`config.mk`:
```
export PLATFORM = sky130hd
export DESIGN_NAME = volume_ramp_ctrl
export DESIGN_NICKNAME = d
export VERILOG_FILES = /design/src/rtl/volume_ramp_ctrl.sv
export SDC_FILE = /design/constraint.sdc
export NUM_CORES = 1
export LEC_CHECK = 0
export BUFFER_PORTS_ARGS = -buffer_cell sky130_fd_sc_hd__buf_2
export CAP_MARGIN = 20
export CORE_AREA = 8 8 81 83
export DETAILED_ROUTE_END_ITERATION = 12
export DIE_AREA = 0 0 89 91
export PLACE_DENSITY = 0.72
export SLEW_MARGIN = 0
export SYNTH_ARGS = -nofsm -noshare
export SYNTH_HDL_FRONTEND = slang
export SYNTH_SLANG_ARGS = --single-unit
```
`constraint.sdc`:
```
create_clock -name clk -period 4.1 [get_ports clk]
set_input_delay 0.41 -clock clk [delete_from_list [all_inputs] [get_ports clk]]
set_output_delay 0.41 -clock clk [all_outputs]
set_load 0.005 [all_outputs]
```
`src/rtl/volume_ramp_ctrl.sv`:
```
// Volume control that applies a left shift to a streaming sample, saturating on overflow.
// The applied shift ramps one step toward the button-set target every RAMP_DIV samples.
module volume_ramp_ctrl #(
  parameter int unsigned DATA_W      = 16,
  parameter int unsigned RAMP_DIV    = 256,
  parameter int unsigned RESET_LEVEL = 0
) (
  input  logic              clk,
  input  logic              rst,
  input  logic              btn_up,
  input  logic              btn_down,
  input  logic              mute,
  input  logic [DATA_W-1:0] in_data,
  input  logic              in_valid,
  output logic              in_ready,
  output logic [DATA_W-1:0] out_data,
  output logic              out_valid,
  input  logic              out_ready,
  output logic [2:0]        target_level,
  output logic [2:0]        cur_shift,
  output logic              ramping
);

  typedef enum logic [1:0] {StIdle, StRampUp, StRampDown} state_e;

  localparam int unsigned WideW      = DATA_W + 7;
  localparam logic [15:0] DivLast    = 16'(RAMP_DIV - 1);
  localparam logic [2:0]  ResetShift = 3'(RESET_LEVEL);

  localparam logic signed [WideW-1:0] MaxVal = {{8{1'b0}}, {(DATA_W-1){1'b1}}};
  localparam logic signed [WideW-1:0] MinVal = {{8{1'b1}}, {(DATA_W-1){1'b0}}};

  state_e            stateQ, stateD;
  logic [2:0]        targetQ, targetD;
  logic [2:0]        curQ, curD;
  logic [15:0]       cntQ, cntD;
  logic [DATA_W-1:0] outDataQ, outDataD;
  logic              outValidQ, outValidD;

  logic                    inXfer, outXfer, rampActive, cntHit, doStep;
  logic signed [WideW-1:0] wideIn, shifted;
  logic [DATA_W-1:0]       gained;

  assign in_ready     = !outValidQ || out_ready;
  assign inXfer       = in_valid && in_ready;
  assign outXfer      = outValidQ && out_ready;
  assign out_data     = outDataQ;
  assign out_valid    = outValidQ;
  assign target_level = targetQ;
  assign cur_shift    = curQ;
  assign ramping      = (stateQ != StIdle);

  // Seven guard bits hold the largest shift exactly, so saturation is a plain compare.
  always_comb begin
    wideIn  = {{7{in_data[DATA_W-1]}}, in_data};
    shifted = wideIn <<< curQ;
    if (shifted > MaxVal) begin
      gained = {1'b0, {(DATA_W-1){1'b1}}};
    end else if (shifted < MinVal) begin
      gained = {1'b1, {(DATA_W-1){1'b0}}};
    end else begin
      gained = shifted[DATA_W-1:0];
    end
  end

  always_comb begin
    outDataD  = outDataQ;
    outValidD = outValidQ;
    if (inXfer) begin
      outDataD  = mute ? '0 : gained;
      outValidD = 1'b1;
    end else if (outXfer) begin
      outValidD = 1'b0;
    end
  end

  always_comb begin
    stateD = StIdle;
    if (curQ < targetQ) begin
      stateD = StRampUp;
    end else if (curQ > targetQ) begin
      stateD = StRampDown;
    end
  end

  always_comb begin
    rampActive = (stateQ != StIdle);
    cntHit     = (cntQ == DivLast);
    doStep     = rampActive && inXfer && cntHit && (curQ != targetQ);

    curD = curQ;
    if (doStep) begin
      curD = (curQ < targetQ) ? curQ + 3'd1 : curQ - 3'd1;
    end

    cntD = cntQ;
    if (stateD != stateQ) begin
      cntD = '0;
    end else if (rampActive && inXfer) begin
      cntD = cntHit ? 16'd0 : cntQ + 16'd1;
    end

    targetD = targetQ;
    if (btn_up && !btn_down && targetQ != 3'd7) begin
      targetD = targetQ + 3'd1;
    end else if (btn_down && !btn_up && targetQ != 3'd0) begin
      targetD = targetQ - 3'd1;
    end
  end

  always_ff @(posedge clk) begin
    if (rst) begin
      stateQ    <= StIdle;
      targetQ   <= ResetShift;
      curQ      <= ResetShift;
      cntQ      <= '0;
      outDataQ  <= '0;
      outValidQ <= 1'b0;
    end else begin
      stateQ    <= stateD;
      targetQ   <= targetD;
      curQ      <= curD;
      cntQ      <= cntD;
      outDataQ  <= outDataD;
      outValidQ <= outValidD;
    end
  end

endmodule

```
==> results of run 1 <==
kinds of logic (layout without fill, tap and decap cells):
family                   after synthesis  in the layout  share of synthesized area, %
buffers and inverters                 26             63                         4.825
flip-flops                            41             41                         31.97
XOR/XNOR                              12             12                         4.094
multiplexers                          22             22                         12.48
AO/OA/AOI/OAI                         62             62                         15.35
AND/OR/NAND/NOR                      144            144                         27.78
adder cells (fa/ha/maj)                6              6                         3.509
area by class of cell:
class | count | area (sq um) | area share (%)
multi-input combinational | 246 | 1623 | 56.03
sequential | 41 | 820.8 | 28.34
timing repair buffer | 49 | 250.2 | 8.639
tap | 72 | 90.09 | 3.110
clock buffer | 7 | 86.33 | 2.981
inverter | 7 | 26.28 | 0.9071
sequential cells by signal, summed over array words and instances (netlist names):
register,flops
cntQ,16
out_data,16
cur_shift,3
target_level,3
stateQ,2
out_valid,1
report_power, final:
| group | switching [mW] | internal [mW] | leakage [nW] | total (mW) |
|---|---|---|---|---|
| logic | 0.0879 | 0.0627 | 0.725 | 0.151 |
| registers | 0.0131 | 0.411 | 0.333 | 0.424 |
| clock network | 0.125 | 0.133 | 0.0443 | 0.258 |
worst paths after layout:
path / start / end / slack [ns] / cells after the start
hold / removal: in_valid / out_valid$_SDFFE_PP0P_ / 0.44 / 3
hold reg to reg: out_data[7]$_SDFFE_PP0P_ / out_data[7]$_SDFFE_PP0P_ / 0.44 / 2
setup / recovery: cur_shift[1]$_SDFFE_PP0P_ / cur_shift[2]$_SDFFE_PP0P_ / 0.99 / 8
setup reg to reg: cur_shift[1]$_SDFFE_PP0P_ / cur_shift[2]$_SDFFE_PP0P_ / 0.99 / 8
layout by cell type (no fill, tap or decap), types with 4 or more instances in the layout:
cell      netlist  final
inv_1           6      6
ha_1            4      4
mux2_2         10     10
nand2b_1        4      4
nand4_1         8      8
nand3_1         9      9
o21ai_1        10     10
clkbuf_8        0      6
nor4_1          6      6
nor2_1         50     50
o21ai_0        11     11
nand2_1        30     30
dfxtp_1        41     41
a211oi_1        7      7
nor3_1         11     11
mux4_2          7      7
buf_2           6     47
a21oi_1        16     16
nor2b_1         5      5
mux2i_1         5      5
xnor2_1         9      9
worst min-delay path, delay by kind of cell:
| family | cells | cell delay (ns) |
|---|---|---|
| AOI/OAI and AO/OA | 1 | 0.06 |
| buffers and inverters | 2 | 0.20 |
per-layer routing:
metal  part of all wire [%]  vias to the layer above  wire length, microns
met1                     49                     1078                  2865
li1                       -                     1195                     -
met5                      0                        -                     0
met2                     46                       45                  2680
met4                    1.3                        0                    75
met3                    3.3                        5                   191
through the flow:
stage	setup slack, ns	cell area [sq um]	hold WS, ns	instances
finish	0.9890	2897	0.4381	422
global route	0.8222	2897	0.4569	422
CTS	0.9829	2889	0.4147	421
detailed placement	1.027	2803	0.4368	414
global placement	1.095	2803	0.4358	414
floorplan	1.498	2567	0.4431	313
==> flow_metrics.py, run 1 <==
metrics = {
    "timing": {
        "worst_slew_pin_slew_ns": 0.9748,
        "fin_crit_ns": 3.111,
        "fmax_mhz": 321.4,
        "hold_violations": 0,
        "setup_viol": 0,
        "setup_tns_ns": 0,
        "min_period_over_period_pct": 75.88,
        "slew_violations": 0,
        "slew_headroom_pct": 35.01,
        "fin_skew_ns": 0.007719,
        "rsz0062_at_grt": "false",
    },
    "final_layout": {
        "utilization_pct": 54.27,
        "drive_above_1_share_pct": 22.86,
        "final_nets": 379,
        "area_growth_pct": 12.82,
        "antenna_cells": 0,
        "fill_cells": 549,
    },
    "placed_design": {
        "dp_hpwl_microns": 4414,
        "gp_congestion": 0.8712,
        "io_buffers": 47,
    },
    "clocking": {
        "hold_buffers": 0,
        "cts_resized": 0,
        "cts_root_buf": "clkbuf_8",
        "clock_latency_ns": 0.28,
        "post_cts_buffers": 0,
        "cts_inserted_buffers": 5,
        "cts_tree": "yes",
        "cts_sinks": 41,
        "clkTransAtPathRegs_ns": 0.07,
        "h-tree-depth": 2,
        "cts_buffer_depth": 2,
    },
    "die": {
        "fp.dieW_microns": 89,
        "die_y_microns": 91,
        "num_io_pins": 48,
        "die-area_sq_mm": 0.008099,
        "rows": 27,
        "initial_utilization_pct": 48.10,
        "coreArea_sq_mm": 0.005338,
    },
    "power": {
        "power_mw": 0.8328,
        "irDropWorstVdd_mv": 0.1587,
        "cellPowerDensity_mw_per_mm2": 287.5,
        "p_leak_nw": 1.102,
    },
    "critical_path": {
        "critPathRequiredTime_ns": 4.28,
        "path_buf_inv": 0,
        "path_delay_family": "flip-flops",
        "endpoint_kind": "flip-flop",
        "critPathMaxStageDelay_ns": 0.95,
        "crit_path_top_delay_cell": "dfxtp_1",
        "start_kind": "flip-flop",
        "cp_data_arrival_time_ns": 3.29,
        "crit_chain": "ha_1 > nor2b_1 > o21a_1 > or2_1 > fa_1 > nor3_1 > nand3b_1 > mux2_2",
        "cp_max_fo": 27,
        "crit_type": "reg2reg",
    },
    "synth": {
        "synth_flop_cell": "dfxtp_1",
        "syn_area_per_cell_sq_um": 8.203,
        "synthArstFlopShare_pct": 0,
        "synth_edf_count": 0,
        "yosysSeqAreaShare_pct": 31.97,
        "synth_cell_types": 51,
        "synthCells": 313,
        "yosys-top-cells-area": "dfxtp_1, nor2_1, mux4_2",
        "synth_seq_cells": 41,
        "synth.most_common_cell": "nor2_1",
        "yosysTopAreaCellShare_pct": 31.97,
        "netlist_top_cells_count": "nor2_1, dfxtp_1, nand2_1",
        "syn_nets": 342,
        "syn_area_sq_mm": 0.002567,
        "synth_warnings": 0,
        "synth_top_area_cell": "dfxtp_1",
    },
    "detailed_routing": {
        "first_pass_iters": 5,
        "via_per_inst": 5.505,
        "routedWlPerCell_microns": 13.77,
        "remaining_drc_errors": 0,
        "antenna_left": 0,
        "first_iter_violations": 95,
        "via_count": 2323,
        "wl_microns": 5813,
    },
    "grt": {
        "grt_pass1_wl_microns": 9563,
        "grtUsageTotal_pct": 14.48,
        "grt_remaining_overflow": 0,
        "grt_max_degree": 35,
        "antenna_found_initial": 0,
        "use_met3_pct": 2.883,
        "grt_pass1_vias": 2131,
        "grt_util_met1_pct": 18.94,
        "use_met2_pct": 22.94,
        "busiest_layer": "met2",
    },
    "worst_hold_path": {
        "hold_class": "in2reg",
    },
    "outcome": {
        "outcome": "finished clean",
    },
    "run": {
        "cap_violations": 0,
    },
}
Note: power is estimated with default switching activity, not from simulation.
==> run 2: changes to the inputs <==
- PLACE_DENSITY: 0.72 -> 0.74
- clock period: 4.1 -> 2.6 ns (I/O delays scaled with it)
==> flow_metrics.py, run 2 (synthesized netlist as in run 1, its figures left out) <==
metrics = {
    "critical_path": {
        "r2r_slack_ns": 0.19,
        "cp_max_fo": 4,
        "cp_data_arrival_time_ns": 2.60,
        "crit_type": "reg2reg",
        "endpoint_kind": "flip-flop",
        "start_kind": "flip-flop",
        "critPathRequiredTime_ns": 2.79,
    },
    "die": {
        "initial_utilization_pct": 48.10,
        "rows": 27,
        "fp.dieW_microns": 89,
        "die_y_microns": 91,
        "die-area_sq_mm": 0.008099,
        "num_io_pins": 48,
        "coreArea_sq_mm": 0.005338,
    },
    "placed_design": {
        "gp_congestion": 0.8780,
        "io_buffers": 47,
        "place_area_sq_mm": 0.002840,
        "dp_hpwl_microns": 4335,
    },
    "timing": {
        "min_period_over_period_pct": 92.69,
        "fin_skew_ns": 0.009144,
        "setup_viol": 0,
        "fmax_mhz": 415.0,
        "worst_hold_slack_ns": 0.2674,
        "fin_crit_ns": 2.410,
        "slew_headroom_pct": 32.90,
        "slew_violations": 0,
        "setup_tns_ns": 0,
        "hold_violations": 0,
        "worst_slew_pin_slew_ns": 1.007,
        "rsz0062_at_grt": "false",
    },
    "final_layout": {
        "drive_above_1_share_pct": 23.94,
        "utilization_pct": 55.39,
        "antenna_cells": 0,
        "layout_commonest_cell": "nor2_1",
        "fill_cells": 522,
        "final_cell_mix": "nor2_1, buf_2, dfxtp_1",
        "stdcell_area_sq_mm": 0.002957,
        "final_nets": 383,
        "area_growth_pct": 15.16,
    },
    "clocking": {
        "clkTransAtPathRegs_ns": 0.08,
        "cts_inserted_buffers": 5,
        "hold_buffers": 0,
        "cts_root_buf": "clkbuf_8",
        "clock_latency_ns": 0.30,
        "cts_tree": "yes",
        "post_cts_buffers": 0,
        "cts_sinks": 41,
        "h-tree-depth": 2,
        "cts_buffer_depth": 2,
        "cts_resized": 0,
    },
    "grt": {
        "antenna_found_initial": 0,
        "grt_pass1_vias": 2236,
        "grtUsageTotal_pct": 14.94,
        "grt_remaining_overflow": 0,
        "grt_max_degree": 34,
        "grt_pass1_wl_microns": 9867,
    },
    "detailed_routing": {
        "remaining_drc_errors": 0,
        "via_count": 2345,
        "wl_microns": 5733,
        "wl_met1_microns": 2786,
        "dr_wl_met2_microns": 2648,
        "routedWlPerCell_microns": 13.43,
        "routed.top_layer": "met4",
        "first_pass_iters": 5,
        "wl_met3_microns": 192,
        "first_iter_violations": 83,
        "antenna_left": 0,
        "via_per_inst": 5.492,
    },
    "power": {
        "p_leak_nw": 1.137,
        "power_mw": 1.436,
        "irDropWorstVdd_mv": 0.2356,
        "cellPowerDensity_mw_per_mm2": 485.6,
    },
    "outcome": {
        "outcome": "finished clean",
    },
    "worst_hold_path": {
        "hold_class": "in2reg",
    },
    "run": {
        "cap_violations": 0,
    },
}
[run 2: cell types whose count changed in the layout (fill, tap and decap cells not counted), sizes merged]
cell    delta
buf        +4
bufinv     +1
[run 2: area by class of cell]
cell class / instances / area (sq um) / area share [%]
clock buffers: 7 / 86.33 / 2.920
repair buffers: 53 / 280.3 / 9.479
well taps: 72 / 90.09 / 3.047
flip-flops and latches: 41 / 820.8 / 27.76
clock inverters: 1 / 30.03 / 1.016
multi-input cells: 246 / 1623 / 54.89
inverters: 7 / 26.28 / 0.8887
[run 2: metal layers]
metal | track usage [%] | vias up
met3 | 3.153 | 7
met4 | 6.103 | 0
met2 | 24.30 | 41
li1 | - | 1204
met1 | 18.47 | 1093
met5 | 0 | -
[run 2: where the power goes]
| group | internal (mW) | switching (mW) |
|---|---|---|
| combinational | 0.102 | 0.143 |
| clock | 0.313 | 0.215 |
| sequential | 0.648 | 0.0146 |
| total | 1.06 | 0.372 |
[run 2: final timing paths]
check	depth (start not counted)	endpoint	from
hold / removal	3	out_valid$_SDFFE_PP0P_	in_valid
hold reg to reg	2	out_data[7]$_SDFFE_PP0P_	out_data[7]$_SDFFE_PP0P_
setup / recovery	9	cur_shift[2]$_SDFFE_PP0P_	target_level[1]$_SDFFE_PP0P_
setup reg to reg	9	cur_shift[2]$_SDFFE_PP0P_	target_level[1]$_SDFFE_PP0P_
[run 2: through the flow]
| step | cells | worst slack, ns |
|---|---|---|
| floorplan | 313 | 0.06968 |
| global placement | 419 | 0.2729 |
| detailed placement | 419 | 0.2129 |
| CTS | 427 | 0.1894 |
| global route | 427 | 0.05095 |
| finish | 427 | 0.1902 |
[run 2: worst max-delay path, stage by stage (launching register included)]
cell	delay, ns
dfxtp_1	0.33
inv_1	0.05
ha_1	0.31
nor2b_1	0.14
o21a_1	0.19
or2_1	0.27
fa_1	0.39
nor3_1	0.16
nand3b_1	0.13
mux2_2	0.33
